`config.mk`:
```
export PLATFORM = sky130hd
export DESIGN_NAME = fb_mem_arbiter
export DESIGN_NICKNAME = d
export VERILOG_FILES = /design/src/rtl/fb_mem_arbiter.sv
export SDC_FILE = /design/constraint.sdc
export NUM_CORES = 1
export LEC_CHECK = 0
export CORE_ASPECT_RATIO = 0.7
export CORE_MARGIN = 2
export CORE_UTILIZATION = 39
export DETAILED_ROUTE_END_ITERATION = 6
export PLACE_DENSITY = 0.8
export SETUP_SLACK_MARGIN = 0.2
export SLEW_MARGIN = 20
export SYNTH_ARGS = -nofsm -noshare
export SYNTH_HDL_FRONTEND = slang
export SYNTH_SLANG_ARGS = --single-unit
```
`constraint.sdc`:
```
create_clock -name gpu_clk -period 1.8 [get_ports gpu_clk]
set_clock_uncertainty 0.05 [all_clocks]
set_input_delay 0.36 -clock gpu_clk [delete_from_list [all_inputs] [get_ports gpu_clk]]
set_output_delay 0.36 -clock gpu_clk [all_outputs]
set_load 0.02 [all_outputs]
```
`src/rtl/fb_mem_arbiter.sv`:
```
// Framebuffer RAM arbiter: scanout (client 0) has fixed priority, host (1) and draw (2)
// alternate round-robin. Registers the RAM command and steers read data back by tag.
module fb_mem_arbiter #(
  parameter int ADDR_WIDTH   = 17,
  parameter int DATA_WIDTH   = 12,
  parameter int READ_LATENCY = 1
) (
  input  logic                  gpu_clk,
  input  logic                  reset,
  input  logic                  c0_req,
  input  logic                  c1_req,
  input  logic                  c2_req,
  input  logic                  c0_we,
  input  logic                  c1_we,
  input  logic                  c2_we,
  input  logic [ADDR_WIDTH-1:0] c0_addr,
  input  logic [ADDR_WIDTH-1:0] c1_addr,
  input  logic [ADDR_WIDTH-1:0] c2_addr,
  input  logic [DATA_WIDTH-1:0] c0_wdata,
  input  logic [DATA_WIDTH-1:0] c1_wdata,
  input  logic [DATA_WIDTH-1:0] c2_wdata,
  output logic                  c0_gnt,
  output logic                  c1_gnt,
  output logic                  c2_gnt,
  output logic                  c0_rvalid,
  output logic                  c1_rvalid,
  output logic                  c2_rvalid,
  output logic [DATA_WIDTH-1:0] rdata,
  output logic                  ram_en,
  output logic                  ram_we,
  output logic [ADDR_WIDTH-1:0] ram_addr,
  output logic [DATA_WIDTH-1:0] ram_wdata,
  input  logic [DATA_WIDTH-1:0] ram_rdata
);

  localparam int TAG_DEPTH = READ_LATENCY + 1;

  // Handshake: a client raises cN_req with stable fields and keeps them until cN_gnt is
  // seen high in the same cycle; the access is taken on that rising edge. rvalid has no
  // backpressure and must be consumed the cycle it pulses.

  logic [2:0]            w_gnt;
  logic                  w_any_gnt;
  logic                  w_sel_we;
  logic [ADDR_WIDTH-1:0] w_sel_addr;
  logic [DATA_WIDTH-1:0] w_sel_wdata;
  logic [1:0]            w_sel_id;
  logic [2:0]            w_push_tag;
  logic [2:0]            w_exit_tag;

  logic                        r_rr_last_c2;
  logic [TAG_DEPTH-1:0][2:0]   r_tag;
  logic                        r_ram_en;
  logic                        r_ram_we;
  logic [ADDR_WIDTH-1:0]       r_ram_addr;
  logic [DATA_WIDTH-1:0]       r_ram_wdata;
  logic [DATA_WIDTH-1:0]       r_rdata;
  logic [2:0]                  r_rvalid;

  always_comb begin
    w_gnt = 3'b000;
    if (!reset) begin
      if (c0_req)                w_gnt = 3'b001;
      else if (c1_req && c2_req) w_gnt = r_rr_last_c2 ? 3'b010 : 3'b100;
      else if (c1_req)           w_gnt = 3'b010;
      else if (c2_req)           w_gnt = 3'b100;
    end
  end

  assign w_any_gnt = |w_gnt;

  always_comb begin
    w_sel_we    = c0_we;
    w_sel_addr  = c0_addr;
    w_sel_wdata = c0_wdata;
    w_sel_id    = 2'd0;
    if (w_gnt[1]) begin
      w_sel_we    = c1_we;
      w_sel_addr  = c1_addr;
      w_sel_wdata = c1_wdata;
      w_sel_id    = 2'd1;
    end else if (w_gnt[2]) begin
      w_sel_we    = c2_we;
      w_sel_addr  = c2_addr;
      w_sel_wdata = c2_wdata;
      w_sel_id    = 2'd2;
    end
  end

  // Tag = {valid, client id}; writes and idle cycles push an invalid tag.
  assign w_push_tag = {w_any_gnt && !w_sel_we, w_sel_id};
  assign w_exit_tag = r_tag[READ_LATENCY];

  always_ff @(posedge gpu_clk) begin
    if (reset)            r_rr_last_c2 <= 1'b1;
    else if (w_gnt[1])    r_rr_last_c2 <= 1'b0;
    else if (w_gnt[2])    r_rr_last_c2 <= 1'b1;
  end

  always_ff @(posedge gpu_clk) begin
    if (reset) begin
      r_ram_en    <= 1'b0;
      r_ram_we    <= 1'b0;
      r_ram_addr  <= '0;
      r_ram_wdata <= '0;
    end else begin
      r_ram_en <= w_any_gnt;
      if (w_any_gnt) begin
        r_ram_we    <= w_sel_we;
        r_ram_addr  <= w_sel_addr;
        r_ram_wdata <= w_sel_wdata;
      end else begin
        r_ram_we <= 1'b0;
      end
    end
  end

  always_ff @(posedge gpu_clk) begin
    if (reset) r_tag <= '0;
    else       r_tag <= {r_tag[TAG_DEPTH-2:0], w_push_tag};
  end

  always_ff @(posedge gpu_clk) begin
    if (reset) begin
      r_rdata  <= '0;
      r_rvalid <= 3'b000;
    end else begin
      r_rvalid <= 3'b000;
      if (w_exit_tag[2]) begin
        r_rdata  <= ram_rdata;
        r_rvalid <= 3'b001 << w_exit_tag[1:0];
      end
    end
  end

  assign c0_gnt    = w_gnt[0];
  assign c1_gnt    = w_gnt[1];
  assign c2_gnt    = w_gnt[2];
  assign c0_rvalid = r_rvalid[0];
  assign c1_rvalid = r_rvalid[1];
  assign c2_rvalid = r_rvalid[2];
  assign rdata     = r_rdata;
  assign ram_en    = r_ram_en;
  assign ram_we    = r_ram_we;
  assign ram_addr  = r_ram_addr;
  assign ram_wdata = r_ram_wdata;

endmodule
```
==> results of run 1 <==
[sequential cells by signal (all words and copies together), names as in the netlist]
register,count
ram_addr,17
ram_wdata,12
rdata,12
r_rvalid,3
r_tag,3
w_exit_tag,3
r_rr_last_c2,1
ram_en,1
ram_we,1
[stage by stage]
step | area, um2 | setup slack, ns | instances
floorplan | 2800 | 0.320 | 308
global placement | 4520 | -0.410 | 549
detailed placement | 4520 | -0.464 | 549
CTS | 4650 | 0.170 | 564
global route | 4730 | 0.165 | 567
finish | 4730 | 0.206 | 567
[where the power goes]
part           leakage (nW)  switching, W  internal [W]
sequential            0.438     0.0000363       0.00125
clock                0.0423      0.000419      0.000284
combinational          1.62      0.000415      0.000478
[cell usage after synthesis, types with 4 or more instances]
cell      instances
o21ai_1          23
o21ai_0          32
inv_1            32
nor2b_1           4
dfxtp_1          53
a21boi_1         19
buf_2            11
a21boi_0          8
buf_4             6
clkbuf_1         10
nor2_1           15
mux2i_1          13
and3_1           28
a221oi_2         25
[cell type report]
cell class                      instances  share of cell area, %
Timing Repair Buffer                  185                   38.6
Multi-Input combinational cell        195                   31.8
Sequential cell                        53                   22.5
Inverter                               32                   2.54
Tap cell                               94                   2.48
Clock buffer                            5                   1.45
Clock inverter                          3                  0.555
[worst paths after layout]
kind / endpoint / slack [ns] / cells after the start
setup / recovery: c1_gnt / 0.21 / 4
hold / removal: w_exit_tag[1] / 0.40 / 1
setup reg to reg: ram_wdata[8] / 0.25 / 6
hold reg to reg: w_exit_tag[1] / 0.40 / 1
[worst reg2reg max path, delay by kind of cell (launching register included)]
kind	cells	cell delay (ns)
flip-flops	1	0.37
AO/OA/AOI/OAI	3	0.58
buffers and inverters	2	0.31
AND/OR/NAND/NOR	1	0.15
[layer usage]
metal  vias to the layer above  track usage, %  share of wire (%)
met4                         0            7.26                1.3
li1                       1438               -                  -
met3                        11            5.63                8.6
met2                       118            36.2                 47
met1                      1349            26.9                 43
met5                         -               0                  0
[cell families (layout without fill, tap and decap cells)]
family	after synthesis	in the layout	synth area share [%]
simple gates	61	63	13.0
flops	53	53	37.8
mux	13	13	4.64
compound gates	119	119	34.4
buf+inv	62	225	10.1
[repair_timing]
action	CTS	global route
cloned	1	3
resized for setup	70	14
setup buffers	6	0
setup endpoints to repair	79	26
pin swaps	5	10
endpoints found under the hold margin	0	0
==> summary.md, run 1 <==
| Metric | Value |
|---|---|
| Synthesized area | `0.00280 mm2` |
| GP Congestion | `0.773` |
| Clock latency on the worst-skew pair | `0.31 ns` |
| FFs w/ async S/R, synth | `0%` |
| Tmin final | `1.59 ns` |
| FF+latch area | `0.00106 mm2` |
| Largest net degree at the start of global routing | `57` |
| # H-tree levels | `2` |
| WP buf/inv | `2` |
| Yosys top cell by area | `dfxtp_1` |
| Synth area leaders | `dfxtp_1 (38%), a221oi_2 (13%), and3_1 (6.2%), o21ai_0 (5.7%), a21boi_1 (5.1%)` |
| Critical Path RT | `1.39 ns` |
| Nets | `579` |
| PortBufs | `155` |
| CTS buffer count | `5` |
| CP Cell Sequence | `nand2b_4, nand3_2, inv_2, buf_4` |
| EDFF count, synth | `0` |
| FF+latch count, synth | `53` |
| Crit path capture type | `output pin` |
| Setup TNS | `0 ns` |
| Vias per Instance | `5.14` |
| Tightest Pin Transition | `0.672 ns` |
| Vias in the first global route | `2858` |
| CTS sink cnt | `53` |
| Final Power | `0.00288 W` |
| Cells after Synth | `308` |
| DRT Wirelength | `9.04 mm` |
| CTS clk-pin slew, worst paths | `0.10 ns` |
| Via count | `2916` |
| Final worst-path cycle share | `88.5%` |
| Fillers | `568` |
| PwrDens | `609 mW/mm2` |
| Hold Startpoint | `r_tag[1]` |
| RSZ-0062 raised after global routing | `yes` |
| WL per Instance | `15.9 um` |
| Yosys warns | `0` |
| Final hold slack | `0.400 ns` |
| GRT Total Usage | `21.3%` |
| WS Path Type | `flip-flop to output pin` |
| Post-synth top area share | `37.8%` |
| Startpoint Class | `flip-flop` |
| Slew HR | `55.2%` |
| # hold bufs at CTS | `0` |
| Multi-input gate area | `0.00151 mm2` |
| Post-synthesis sequential area ratio | `37.8%` |
| Avg Inst Size Synth | `9.10 um2` |
| Final hold viol count | `0` |
| Detail Route Antenna Nets | `0` |
| Drt pass-1 iters | `4` |
| Maxcap violations | `0` |
| Commonest cells after routing, fill and taps aside | `clkdlybuf4s50_1 (102), dfxtp_1 (52), dlygate4sd2_1 (47)` |
| Root buffer cell | `clkbuf_8` |
| CP top delay family | `flip-flops` |
| CP startpoint | `r_rr_last_c2` |
| Peak Freq | `628 MHz` |
| Commonest non-fill, non-tap cell in the layout | `clkdlybuf4s50_1` |
| Pins Over Slew Limit | `0` |
| Launching point of the worst reg2reg path | `r_rr_last_c2` |
| CP max-delay cell | `dfxtp_4` |
| Data arrival, critical path | `1.18 ns` |
| Predominant post-synthesis flop cell | `dfxtp_1` |
| TritonCTS clock tree | `done` |
| Detailed Route Iter0 Violations | `116` |
| Initial antenna violation count | `0` |
| Status | `finished, final reports clean` |
| Setup violations, final | `0` |
| Leak Pwr | `2.10 nW` |
| Share of cells above drive strength 1 | `16.9%` |
| CP max stage delay | `0.39 ns` |
| Syn nets | `415` |
| Final Util | `69.1%` |
| Bufs on Longest Clock Path | `2` |
| Area growth from synthesis to layout | `68.8%` |
| Crit-path max FO | `4` |
| Die X | `105 um` |
| CORE AREA | `0.00685 mm2` |
| ANT cells | `0` |
| Row count | `25` |
| Gr ovfl total | `0` |
| Total die area | `0.00789 mm2` |
| Maximum VDD drop | `362 uV` |
| Synth unique cells | `35` |
| First-pass GRT wire length | `13.4 mm` |
| Min-delay worst type | `flip-flop to flip-flop` |
| # DRC | `0` |
| Die H | `74.9 um` |
| Io pins | `156` |
| DP HPWL | `6.35 mm` |
| Starting density of the core | `40.9%` |
(Power assumes the default switching activity.)
==> run 2, diff against run 1 <==
Settings changed: PLACE_DENSITY 0.8 to default, PLACE_DENSITY_LB_ADDON from default to 0.05.
==> summary.md, run 2 (same netlist as run 1, synthesis figures left out) <==
| Metric | Value |
|---|---|
| DRT Wirelength | `8.50 mm` |
| ANT cells | `0` |
| Critical Path RT | `1.39 ns` |
| Clock latency on the worst-skew pair | `0.31 ns` |
| Levels on crit path | `4` |
| Status | `finished, final reports clean` |
| RSZ-0062 raised after global routing | `yes` |
| First-pass GRT wire length | `13.6 mm` |
| Data arrival, critical path | `1.17 ns` |
| Final Power | `0.00284 W` |
| Commonest non-fill, non-tap cell in the layout | `clkdlybuf4s50_1` |
| Io pins | `156` |
| Fin area | `0.00465 mm2` |
| CP endpoint | `c2_gnt` |
| TritonCTS clock tree | `done` |
| Gr ovfl total | `0` |
| Slew HR | `54.9%` |
| WS Path Type | `flip-flop to output pin` |
| Detailed Route Iter0 Violations | `141` |
| PortBufs | `155` |
| Commonest cells after routing, fill and taps aside | `clkdlybuf4s50_1 (102), dfxtp_1 (52), dlygate4sd2_1 (47)` |
| CP top delay family | `flip-flops` |
| Bufs on Longest Clock Path | `2` |
| Final Util | `67.9%` |
| Row count | `25` |
| Startpoint Class | `flip-flop` |
| Nets | `579` |
| # DRC | `0` |
| Vias in the first global route | `2881` |
| WL per Instance | `15.0 um` |
| CP Cell Sequence | `a21boi_4, nand2_4, inv_1, buf_6` |
| Tmin final | `1.58 ns` |
| Vias per Instance | `5.00` |
| Setup violations, final | `0` |
| GP Congestion | `0.745` |
| Peak Freq | `632 MHz` |
| Launching point of the worst reg2reg path | `r_rr_last_c2` |
| RR Endpoint | `ram_wdata[8]` |
| # hold bufs at CTS | `0` |
| CTS sink cnt | `53` |
| CORE AREA | `0.00685 mm2` |
| Share of cells above drive strength 1 | `17.1%` |
| Final hold slack | `0.394 ns` |
| WP buf/inv | `2` |
| Maxcap violations | `0` |
| Detail Route Antenna Nets | `0` |
| Via count | `2836` |
| Drt pass-1 iters | `4` |
| Initial antenna violation count | `0` |
| Starting density of the core | `40.9%` |
| CP max stage delay | `0.38 ns` |
| GRT Total Usage | `21.6%` |
| PwrDens | `611 mW/mm2` |
| DP HPWL | `6.14 mm` |
| Largest net degree at the start of global routing | `52` |
| Leak Pwr | `2.08 nW` |
| # H-tree levels | `2` |
| CTS buffer count | `5` |
| Maximum VDD drop | `365 uV` |
| Tightest Pin Transition | `0.677 ns` |
| Crit path capture type | `output pin` |
| Min-delay worst type | `flip-flop to flip-flop` |
| Area growth from synthesis to layout | `66.0%` |
| CP startpoint | `r_rr_last_c2` |
| Final worst-path cycle share | `87.9%` |
| Max FFs per register | `17` |
| Total die area | `0.00789 mm2` |
| Die H | `74.9 um` |
| CTS clk-pin slew, worst paths | `0.11 ns` |
| Pins Over Slew Limit | `0` |
| Final hold viol count | `0` |
| Setup TNS | `0 ns` |
| Root buffer cell | `clkbuf_8` |
| Reg2reg setup slack | `0.26 ns` |
| Die X | `105 um` |
| CP max-delay cell | `dfxtp_4` |
| Reg2Reg Depth | `5` |
| Crit-path max FO | `4` |
| Area post-placement | `0.00451 mm2` |
-- run 2: cell count changes in the layout (fill, tap and decap cells not counted), sizes merged --
cell | before | now
buf | 32 | 35
clkbuf | 8 | 7
clkdlybuf4s15 | 1 | 0
clkinv | 0 | 1
clkinvlp | 2 | 1
nor2 | 19 | 18
-- run 2: repair_timing --
item                       in CTS  in global routing
setup endpoints to repair      81                 32
hold endpoints to repair        0                  0
buffers inserted                5                  2
pin swaps                       4                  2
resized for setup              64                 21
gates cloned                    1                  0
-- run 2: power by group --
| group | switching (W) | internal, W |
|---|---|---|
| sequential | 0.0000353 | 0.00125 |
| combinational | 0.000402 | 0.000454 |
| clock | 0.000419 | 0.000282 |
| total | 0.000856 | 0.00199 |
-- run 2: final cells by class --
cell class,instances,area [um2]
Multi-Input combinational cell,194,1500
Inverter,32,120
Fill cell,616,2200
Tap cell,94,118
Clock buffer,5,68.8
Clock inverter,3,25.0
Sequential cell,53,1060
Timing Repair Buffer,186,1760
-- run 2: routing by layer --
metal	up-vias	wire [um]	track usage [%]
li1	1435	-	-
met1	1297	3880	27.1
met2	104	3910	38.4
met3	0	701	5.89
met4	0	0	3.56
met5	-	0	0
-- run 2: worst reg2reg max path, cell delays in order (launching register included) --
cell and delay [ns]:
dfxtp_4 0.38, a21boi_4 0.22, buf_8 0.23, and3_1 0.18, o21ai_0 0.13, a221oi_2 0.28
-- run 2: worst min path at each step --
| stage | from | endpoint | slack, ns | cells after the start |
|---|---|---|---|---|
| floorplan | r_tag[0] | w_exit_tag[0] | 0.36 | 1 |
| global placement | r_tag[2] | w_exit_tag[2] | 0.38 | 1 |
| detailed placement | r_tag[0] | w_exit_tag[0] | 0.38 | 1 |
| CTS | r_tag[0] | w_exit_tag[0] | 0.40 | 1 |
| global route | r_tag[2] | w_exit_tag[2] | 0.41 | 1 |
| finish | r_tag[0] | w_exit_tag[0] | 0.39 | 1 |
-- run 2: metrics by stage --
step	cells	setup WS, ns
2_1_floorplan	308	0.320
3_3_place_gp	551	-0.488
3_5_place_dp	551	-0.568
4_1_cts	565	0.0923
5_1_grt	567	0.169
6_report	567	0.218
==> run 3, diff against run 2 <==
Settings changed: CORE_UTILIZATION 39 to 35, CTS_BUF_LIST from default to sky130_fd_sc_hd__clkbuf_8 sky130_fd_sc_hd__clkbuf_16.
Clock period 1.8 ns to 1.3 ns, I/O delays scaled along.
==> summary.md, run 3 (same netlist as run 1, synthesis figures left out) <==
| Metric | Value |
|---|---|
| Pins Over Slew Limit | `0` |
| PwrDens | `910 mW/mm2` |
| CORE AREA | `0.00780 mm2` |
| Commonest cells after routing, fill and taps aside | `clkdlybuf4s50_1 (102), buf_4 (47), o21ai_1 (45)` |
| ANT cells | `0` |
| Via count | `2863` |
| Startpoint Class | `flip-flop` |
| CP max-delay cell | `dfxtp_2` |
| Area growth from synthesis to layout | `73.9%` |
| GP Congestion | `0.750` |
| First-pass GRT wire length | `14.2 mm` |
| # H-tree levels | `2` |
| Root buffer cell | `clkbuf_16` |
| CP Cell Sequence | `a21boi_4, buf_6, buf_12, and3_1, o21ai_1, a221oi_2` |
| Final worst-path cycle share | `111%` |
| Crit-path max FO | `14` |
| WS Path Type | `flip-flop to flip-flop` |
| Fillers | `684` |
| Max FFs per register | `17` |
| GRT Total Usage | `19.8%` |
| Data arrival, critical path | `1.58 ns` |
| Met3 GRT Util | `6.79%` |
| Failing checks | `negative setup slack` |
| Die X | `111 um` |
| Drt pass-1 iters | `4` |
| Starting density of the core | `35.9%` |
| RSZ-0062 raised after global routing | `yes` |
| Largest net degree at the start of global routing | `52` |
| Setup TNS | `-2.72 ns` |
| Met2 usage | `32.8%` |
| Final hold viol count | `0` |
| Vias per Instance | `5.01` |
| DRT Wirelength | `8.64 mm` |
| GRT busiest layer | `met2` |
| Initial antenna violation count | `0` |
| Io pins | `156` |
| M1 GR Usage | `24.5%` |
| Critical Path RT | `1.45 ns` |
| FF+latch area | `0.00109 mm2` |
| Post-route setup slack | `-0.138 ns` |
| Leak Pwr | `2.07 nW` |
| Vias in the first global route | `2883` |
| TritonCTS clock tree | `done` |
| Peak Freq | `695 MHz` |
| Detail Route Antenna Nets | `0` |
| Share of cells above drive strength 1 | `34.3%` |
| Nets | `576` |
| Maximum VDD drop | `563 uV` |
| Min-delay worst type | `input pin to flip-flop` |
| Detailed Route Iter0 Violations | `122` |
| Multi-input gate area | `0.00155 mm2` |
| Maxcap violations | `0` |
| Die H | `78.9 um` |
| # hold bufs at CTS | `0` |
| Commonest non-fill, non-tap cell in the layout | `clkdlybuf4s50_1` |
| Total die area | `0.00875 mm2` |
| CTS buffer count | `5` |
| Tmin final | `1.44 ns` |
| Clock latency on the worst-skew pair | `0.28 ns` |
| CTS sink cnt | `53` |
| Row count | `27` |
| Crit path capture type | `flip-flop` |
| Slew HR | `79.8%` |
| # DRC | `0` |
| DP HPWL | `6.10 mm` |
| WL per Instance | `15.1 um` |
| Bufs on Longest Clock Path | `2` |
| Gr ovfl total | `0` |
| PortBufs | `155` |
| Setup violations, final | `31` |
| CP max stage delay | `0.34 ns` |
| CTS clk-pin slew, worst paths | `0.07 ns` |
| Status | `finished with violations` |
| Final Power | `0.00443 W` |
| Tightest Pin Transition | `0.303 ns` |
run 3: changes by cell type in the layout (fill, tap and decap cells not counted), moves of 22 or more:
cell           change
o21ai_1           +22
buf_4             +23
dfxtp_1           -24
dfxtp_2           +25
o21ai_0           -25
dlygate4sd2_1     -47
run 3: routing by layer:
layer	vias up	routed length [um]
met2	104	3920
met4	0	110
met5	-	0
met1	1322	3900
li1	1429	-
met3	8	709
run 3: where the power goes:
group | leakage, nW | internal, W | switching [W]
logic | 1.56 | 0.000733 | 0.000580
registers | 0.444 | 0.00174 | 0.0000565
clock network | 0.0672 | 0.000708 | 0.000613
total | 2.07 | 0.00319 | 0.00125
run 3: layout make-up:
| type | instances | area share [%] |
|---|---|---|
| inverter | 32 | 2.46 |
| tap | 101 | 2.59 |
| sequential | 53 | 22.4 |
| clock inverter | 3 | 0.385 |
| multi-input combinational | 193 | 31.9 |
| clock buffer | 5 | 2.57 |
| timing repair buffer | 184 | 37.7 |
run 3: path summary, 6_finish.rpt:
path	from	to	slack [ns]	depth (start not counted)
worst max-delay path	r_rr_last_c2	ram_wdata[11]	-0.14	6
worst min-delay path	c2_req	r_rr_last_c2	0.25	2
worst min register to register	r_tag[1]	w_exit_tag[1]	0.38	1
worst max register to register	r_rr_last_c2	ram_wdata[11]	-0.14	6
run 3: worst max-delay path: cells and delay by family (launching register included):
family	cells	cell delay, ns
AOI/OAI and AO/OA	3	0.47
buffers and inverters	2	0.32
DFF	1	0.34
and+or+nand+nor	1	0.15
run 3: metrics by stage:
step                hold slack [ns]  utilization [%]  std cells  setup slack (ns)  cell area, um2
finish                        0.254             62.5        571            -0.138            4880
global route                  0.268             62.5        571            -0.223            4880
CTS                           0.387             61.1        571            -0.128            4770
detailed placement            0.370             59.8        560            -0.744            4670
global placement              0.369             59.8        560            -0.741            4670
floorplan                     0.348                -        308            0.0177            2860
run 3: repair_timing:
| action | 4_1_cts | 5_1_grt |
|---|---|---|
| setup endpoints to repair | 84 | 75 |
| pin swaps | 11 | 3 |
| setup buffers | 2 | 0 |
| resized for setup | 260 | 58 |
| cloned | 1 | 0 |
